**src/rtl/fpu_fp64_addctl.sv**
```systemverilog
// Sequencing controller for an external combinational FP64 adder. It registers operands,
// resolves NaN/Inf cases locally, and returns tagged results through a ready/valid handshake.
`timescale 1ns/1ps
module fpu_fp64_addctl #(
  parameter int unsigned SETTLE_CYC = 2
) (
  input  logic        clk,
  input  logic        reset_n,
  input  logic        req_valid,
  output logic        req_ready,
  input  logic [1:0]  req_op,
  input  logic [63:0] req_srca,
  input  logic [63:0] req_srcb,
  input  logic [3:0]  req_tag,
  output logic        add_enable,
  output logic        add_doSub,
  output logic [63:0] add_srca,
  output logic [63:0] add_srcb,
  input  logic [63:0] add_dst,
  output logic        rsp_valid,
  input  logic        rsp_ready,
  output logic [63:0] rsp_data,
  output logic [3:0]  rsp_tag,
  output logic [2:0]  rsp_flags,
  output logic        busy
);

  typedef enum logic [1:0] {IDLE = 2'd0, ISSUE = 2'd1, BYPASS = 2'd2, RESP = 2'd3} state_t;

  localparam logic [63:0] QNAN = 64'h7FF8_0000_0000_0000;

  function automatic logic is_special(input logic [63:0] x);
    return x[62:52] == 11'h7FF;
  endfunction

  function automatic logic is_nan(input logic [63:0] x);
    return (x[62:52] == 11'h7FF) && (x[51:0] != 52'd0);
  endfunction

  function automatic logic is_inf(input logic [63:0] x);
    return (x[62:52] == 11'h7FF) && (x[51:0] == 52'd0);
  endfunction

  state_t      state_q, state_d;
  logic [3:0]  cnt_q, cnt_d;
  logic [63:0] srca_q, srcb_q;
  logic        dosub_q;
  logic [3:0]  tag_q;
  logic [63:0] rsp_data_q;
  logic [3:0]  rsp_tag_q;
  logic [2:0]  rsp_flags_q;
  logic        rdy_en_q;
  logic        accept_s;
  logic        route_byp_s;
  logic [63:0] byp_data_s;
  logic [2:0]  byp_flags_s;
  logic        b_sign_eff_s;

  assign accept_s    = req_valid && req_ready;
  assign route_byp_s = is_special(req_srca) || is_special(req_srcb);

  assign add_srca  = srca_q;
  assign add_srcb  = srcb_q;
  assign add_doSub = dosub_q;
  assign rsp_data  = rsp_data_q;
  assign rsp_tag   = rsp_tag_q;
  assign rsp_flags = rsp_flags_q;

  // State register and settle counter
  always_ff @(posedge clk or negedge reset_n) begin
    if (!reset_n) begin
      state_q  <= IDLE;
      cnt_q    <= 4'd0;
      rdy_en_q <= 1'b0;
    end else begin
      state_q  <= state_d;
      cnt_q    <= cnt_d;
      rdy_en_q <= 1'b1;
    end
  end

  // Next-state logic
  always_comb begin
    state_d = state_q;
    cnt_d   = cnt_q;
    case (state_q)
      IDLE, RESP: begin
        if (accept_s) begin
          if (route_byp_s) begin
            state_d = BYPASS;
          end else begin
            state_d = ISSUE;
            cnt_d   = 4'(SETTLE_CYC - 1);
          end
        end else if (state_q == RESP && rsp_ready) begin
          state_d = IDLE;
        end else begin
          state_d = state_q;
        end
      end
      ISSUE: begin
        if (cnt_q == 4'd0) begin
          state_d = RESP;
        end else begin
          cnt_d = cnt_q - 4'd1;
        end
      end
      BYPASS:  state_d = RESP;
      default: state_d = IDLE;
    endcase
  end

  // Output decode; ready is held off until the first edge after reset release
  always_comb begin
    add_enable = 1'b0;
    rsp_valid  = 1'b0;
    busy       = 1'b1;
    req_ready  = 1'b0;
    case (state_q)
      IDLE: begin
        busy      = 1'b0;
        req_ready = rdy_en_q;
      end
      ISSUE:  add_enable = 1'b1;
      BYPASS: add_enable = 1'b0;
      RESP: begin
        rsp_valid = 1'b1;
        req_ready = rdy_en_q && rsp_ready;
      end
      default: busy = 1'b1;
    endcase
  end

  // Special-operand result using effective signs after the reverse-sub swap
  always_comb begin
    b_sign_eff_s = srcb_q[63] ^ dosub_q;
    if (is_nan(srca_q) || is_nan(srcb_q) ||
        (is_inf(srca_q) && is_inf(srcb_q) && (srca_q[63] != b_sign_eff_s))) begin
      byp_data_s  = QNAN;
      byp_flags_s = 3'b100;
    end else if (is_inf(srca_q)) begin
      byp_data_s  = {srca_q[63], 11'h7FF, 52'd0};
      byp_flags_s = 3'b000;
    end else begin
      byp_data_s  = {b_sign_eff_s, 11'h7FF, 52'd0};
      byp_flags_s = 3'b000;
    end
  end

  // Operand capture on accept, result capture on leaving ISSUE/BYPASS
  always_ff @(posedge clk or negedge reset_n) begin
    if (!reset_n) begin
      srca_q      <= 64'd0;
      srcb_q      <= 64'd0;
      dosub_q     <= 1'b0;
      tag_q       <= 4'd0;
      rsp_data_q  <= 64'd0;
      rsp_tag_q   <= 4'd0;
      rsp_flags_q <= 3'd0;
    end else begin
      if (accept_s) begin
        srca_q  <= (req_op == 2'b10) ? req_srcb : req_srca;
        srcb_q  <= (req_op == 2'b10) ? req_srca : req_srcb;
        dosub_q <= (req_op == 2'b01) || (req_op == 2'b10);
        tag_q   <= req_tag;
      end
      if (state_q == ISSUE && cnt_q == 4'd0) begin
        rsp_data_q  <= add_dst;
        rsp_tag_q   <= tag_q;
        rsp_flags_q <= {1'b0, add_dst[62:52] == 11'h7FF, add_dst[62:0] == 63'd0};
      end else if (state_q == BYPASS) begin
        rsp_data_q  <= byp_data_s;
        rsp_tag_q   <= tag_q;
        rsp_flags_q <= byp_flags_s;
      end
    end
  end

endmodule

```
**config.mk**
```make
export PLATFORM = sky130hd
export DESIGN_NAME = fpu_fp64_addctl
export DESIGN_NICKNAME = d
export VERILOG_FILES = /design/src/rtl/fpu_fp64_addctl.sv
export SDC_FILE = /design/constraint.sdc
export NUM_CORES = 1
export LEC_CHECK = 0
export CAP_MARGIN = 30
export CORE_AREA = 2 2 202 204
export DETAILED_ROUTE_END_ITERATION = 12
export DIE_AREA = 0 0 204 206
export PLACE_DENSITY_LB_ADDON = 0.08
export SLEW_MARGIN = 20
export SYNTH_ARGS = -nofsm -noshare
export SYNTH_HDL_FRONTEND = slang
export SYNTH_SLANG_ARGS = --single-unit
```
**constraint.sdc**
```tcl
create_clock -name clk -period 3.86 [get_ports clk]
set_input_delay 0.772 -clock clk [delete_from_list [all_inputs] [get_ports clk]]
set_output_delay 0.772 -clock clk [all_outputs]
set_load 0.01 [all_outputs]
```
==> impl_summary.txt <==
----------------------------------------------------
[STA]
  Unrepaired setup endpoints after global routing ... false
  Setup-failing EPs final ... 0
  Maximum operating frequency ... 328 MHz
  Worst relative slew slack ... 53.3%
  Worst clock skew ... 12.6 ps
  Fin. max-slew vios ... 0
  Pin slew with the least headroom to its limit ... 695 ps
  Tmin final ... 3050 ps
  Smallest setup slack after layout ... 811 ps
  Portion of the clock cycle consumed by the worst path in the final layout ... 79.0%
  Final count of hold timing violations ... 0
  Post-route setup TNS ... 0 ps

[Synth]
  Area of the mapped netlist ... 9900 sq um
  Most instantiated library cell after synthesis ... nand2_1
  Number of warnings issued by yosys ... 0
  Post-synthesis area per instance ... 9.80 sq um
  Number of enable flip-flop cells after synthesis ... 0
  Top cell type's share of synthesized area ... 53.3%
  Most area-hungry cell type in the Yosys netlist ... dfrtp_1
  Synth Register Bits ... 211
  Ranking of synthesized cells by area ... dfrtp_1, mux2i_1, o21ai_0
  Share of the yosys chip area belonging to registers ... 53.3%
  Most instantiated cells after synthesis ... nand2_1, dfrtp_1, o21ai_0
  Dominant synthesized flop cell ... dfrtp_1
  Post-synthesis cell type count ... 38
  Post-synthesis cell count ... 1010
  Nets in the synthesized netlist ... 1218
  Async set or reset register ratio after synthesis ... 100%

[Worst setup path]
  Highest fanout seen on the critical path ... 5
  Critical path endpoint category ... output port
  Critical path type ... reg -> out
  R2R Path End ... rsp_tag[3]
  Critical register-to-register path startpoint ... state_q[1]
  Start point of the critical path ... state_q[0]
  Required time at the worst-slack endpoint ... 3090 ps
  Type of element launching the critical path ... register
  CP Capture Point ... req_ready
  Worst reg-to-reg setup slack ... 1590 ps
  Data arrival at the endpoint of the critical path ... 2280 ps
  Depth of the most critical reg-to-reg path ... 7

[Final layout]
  Layout filler cell count ... 4058
  Flip-flop and latch area ... 5280 sq um
  Layout overhead on the synthesized area ... 56.8%
  Utilization of the core after routing ... 38.6%
  Area taken by multi-input logic gates ... 4320 sq um
  Cell Count, Final, Fillers Out ... 1952
  Proportion of layout cells with a drive suffix above 1 ... 5.21%
  Number of nets in the layout ... 1605

[Placed design]
  Worst setup timing slack at the placement stage ... 927 ps
  Number of buffer cells added on primary ports ... 405
  DP HPWL ... 28.0 mm
  Global placement routability congestion ... 0.829
  Cells after DPL ... 1899

[Global route]
  Pin count of the biggest net entering global routing ... 136
  Initial antenna violation count ... 5
  Total GRT Usage ... 17.3%
  Wire length of the first global-routing pass ... 55.4 mm
  Congestion Overflow GR ... 0
  Via count of the first global-routing pass ... 8900

[Floorplanning]
  I/O pins ... 406
  Core Rows ... 74
  Die W ... 204 microns
  Placeable core region ... 40200 sq um
  Initial cell density of the core ... 24.6%
  Die area ... 42000 sq um
  Vert. Die Dim ... 206 microns

[Detailed routing]
  Total routed wirelength ... 37.2 mm
  Ratio of routed vias to standard cells ... 4.51
  Initial detailed-routing violation count ... 304
  Residual antenna-violating net count after detailed routing ... 0
  Remaining design rule violation count ... 0
  Total via count in the routed design ... 8807
  Total iterations of the first detailed-routing run ... 5
  Average wire length per cell after detail routing ... 19.1 microns

[Pwr]
  Leakage power ... 6.34 nW
  Power, Total ... 11.3 mW
  Worst vdd rail ir drop ... 0.338 mV
  Power per standard cell area ... 730 nW/um^2

[Clocking]
  Clock-pin slew of the registers on the worst-case setup and hold paths ... 60 ps
  Number of buffers added for setup after CTS ... 0
  Skew-Pair Late Insertion Delay ... 550 ps
  Clock root buffer ... clkbuf_16
  Clock buffer count from CTS ... 28
  Maximum level of the CTS H-tree ... 1
  Deepest clock path buffer count ... 3
  Number of hold-repair buffers added at the cts stage ... 0
  TritonCTS clock tree ... done
  Resized Gates After CTS ... 0
  Sinks on Clock Net ... 211

[Run]
  Max capacitance violation total ... 0

[Worst hold path]
  Worst hold path class ... in -> async

[Status]
  Outcome ... finished, final reports clean

----------------------------------------------------
==> critical path, stage by stage, from the launching register on <==
cell	delay (ps)
dfrtp_1	400
inv_1	80
ha_1	370
nor3b_1	280
clkdlybuf4s50_1	580
==> flip-flops by register name, summed over array words and instances (netlist names) <==
| register | flops |
|---|---|
| cnt_q | 4 |
| state_q | 2 |
| rdy_en_q | 1 |
| add_doSub | 1 |
| rsp_data | 64 |
| add_srcb | 64 |
| rsp_flags | 3 |
| rsp_tag | 4 |
| tag_q | 4 |
| add_srca | 64 |
==> area by class of cell <==
type | count | share of cell area, %
inverter | 8 | 0.193
clock inverter | 12 | 0.927
tap | 532 | 4.29
clock buffer | 40 | 5.33
sequential | 211 | 34.0
multi-input combinational | 728 | 27.8
antenna | 1 | 0.0161
timing repair buffer | 420 | 27.4
==> worst min path at each step <==
stage	startpoint	to	slack, ps	depth (start not counted)
finish	reset_n	rsp_data[50]	180	1
detailed placement	tag_q[2]	tag_q[2]	460	2
global placement	tag_q[2]	tag_q[2]	460	2
floorplan	tag_q[0]	tag_q[0]	440	2
CTS	reset_n	rsp_data[50]	200	1
global route	reset_n	rsp_data[50]	210	1
==> layer usage <==
metal	vias to the layer above	global-route usage (%)	part of all wire (%)
li1	4305	-	-
met1	4139	21.3	42
met2	309	28.1	45
met3	50	6.89	10
met4	4	4.63	2.1
met5	-	0	0.070
==> metrics by stage <==
stage / instance area [sq um] / hold slack (ps)
5_1_grt: 15500 / 210
2_1_floorplan: 9900 / 442
3_3_place_gp: 14600 / 460
4_1_cts: 15500 / 205
3_5_place_dp: 14600 / 461
6_report: 15500 / 185
==> report_power, final <==
part           internal (mW)  leakage [nW]  switching (mW)  total [mW]
clock                   1.68         0.477            1.04        2.72
combinational           2.47          3.19            2.14        4.61
sequential              3.20          2.67           0.803        4.01
total                   7.35          6.34            3.98        11.3
==> cell usage in the layout (no fill, tap or decap), types with 2 or more instances in the layout <==
cell and instances:
nand4_1 20, nand3_1 5, nor2_1 23, a21oi_1 3, nor4_1 41, clkbuf_1 5, xnor2_1 2, inv_1 8
clkbuf_16 29, nor3_1 5, mux2_2 4, nand2_1 215, buf_4 8, mux2i_1 129, a31oi_1 2, a22o_1 2
nand2b_1 55, bufinv_16 3, o21ai_1 7, clkinv_2 6, clkdlybuf4s50_1 404, ha_1 4, buf_12 7, clkinvlp_4 2
clkbuf_8 6, o21ai_0 192, dfrtp_1 211
==> kinds of logic (layout without fill, tap and decap cells) <==
family / Yosys count / after routing / synth area share [%]
AND/OR/NAND/NOR: 375 / 375 / 18.0
AO/OA/AOI/OAI: 211 / 211 / 10.9
flip-flops: 211 / 211 / 53.3
multiplexers: 133 / 133 / 13.5
buffers and inverters: 71 / 480 / 3.26
adder cells (fa/ha/maj): 6 / 6 / 0.758
XOR/XNOR: 2 / 2 / 0.177
other: 1 / 2 / 0.0379
Power figures use the tool's default switching activity.
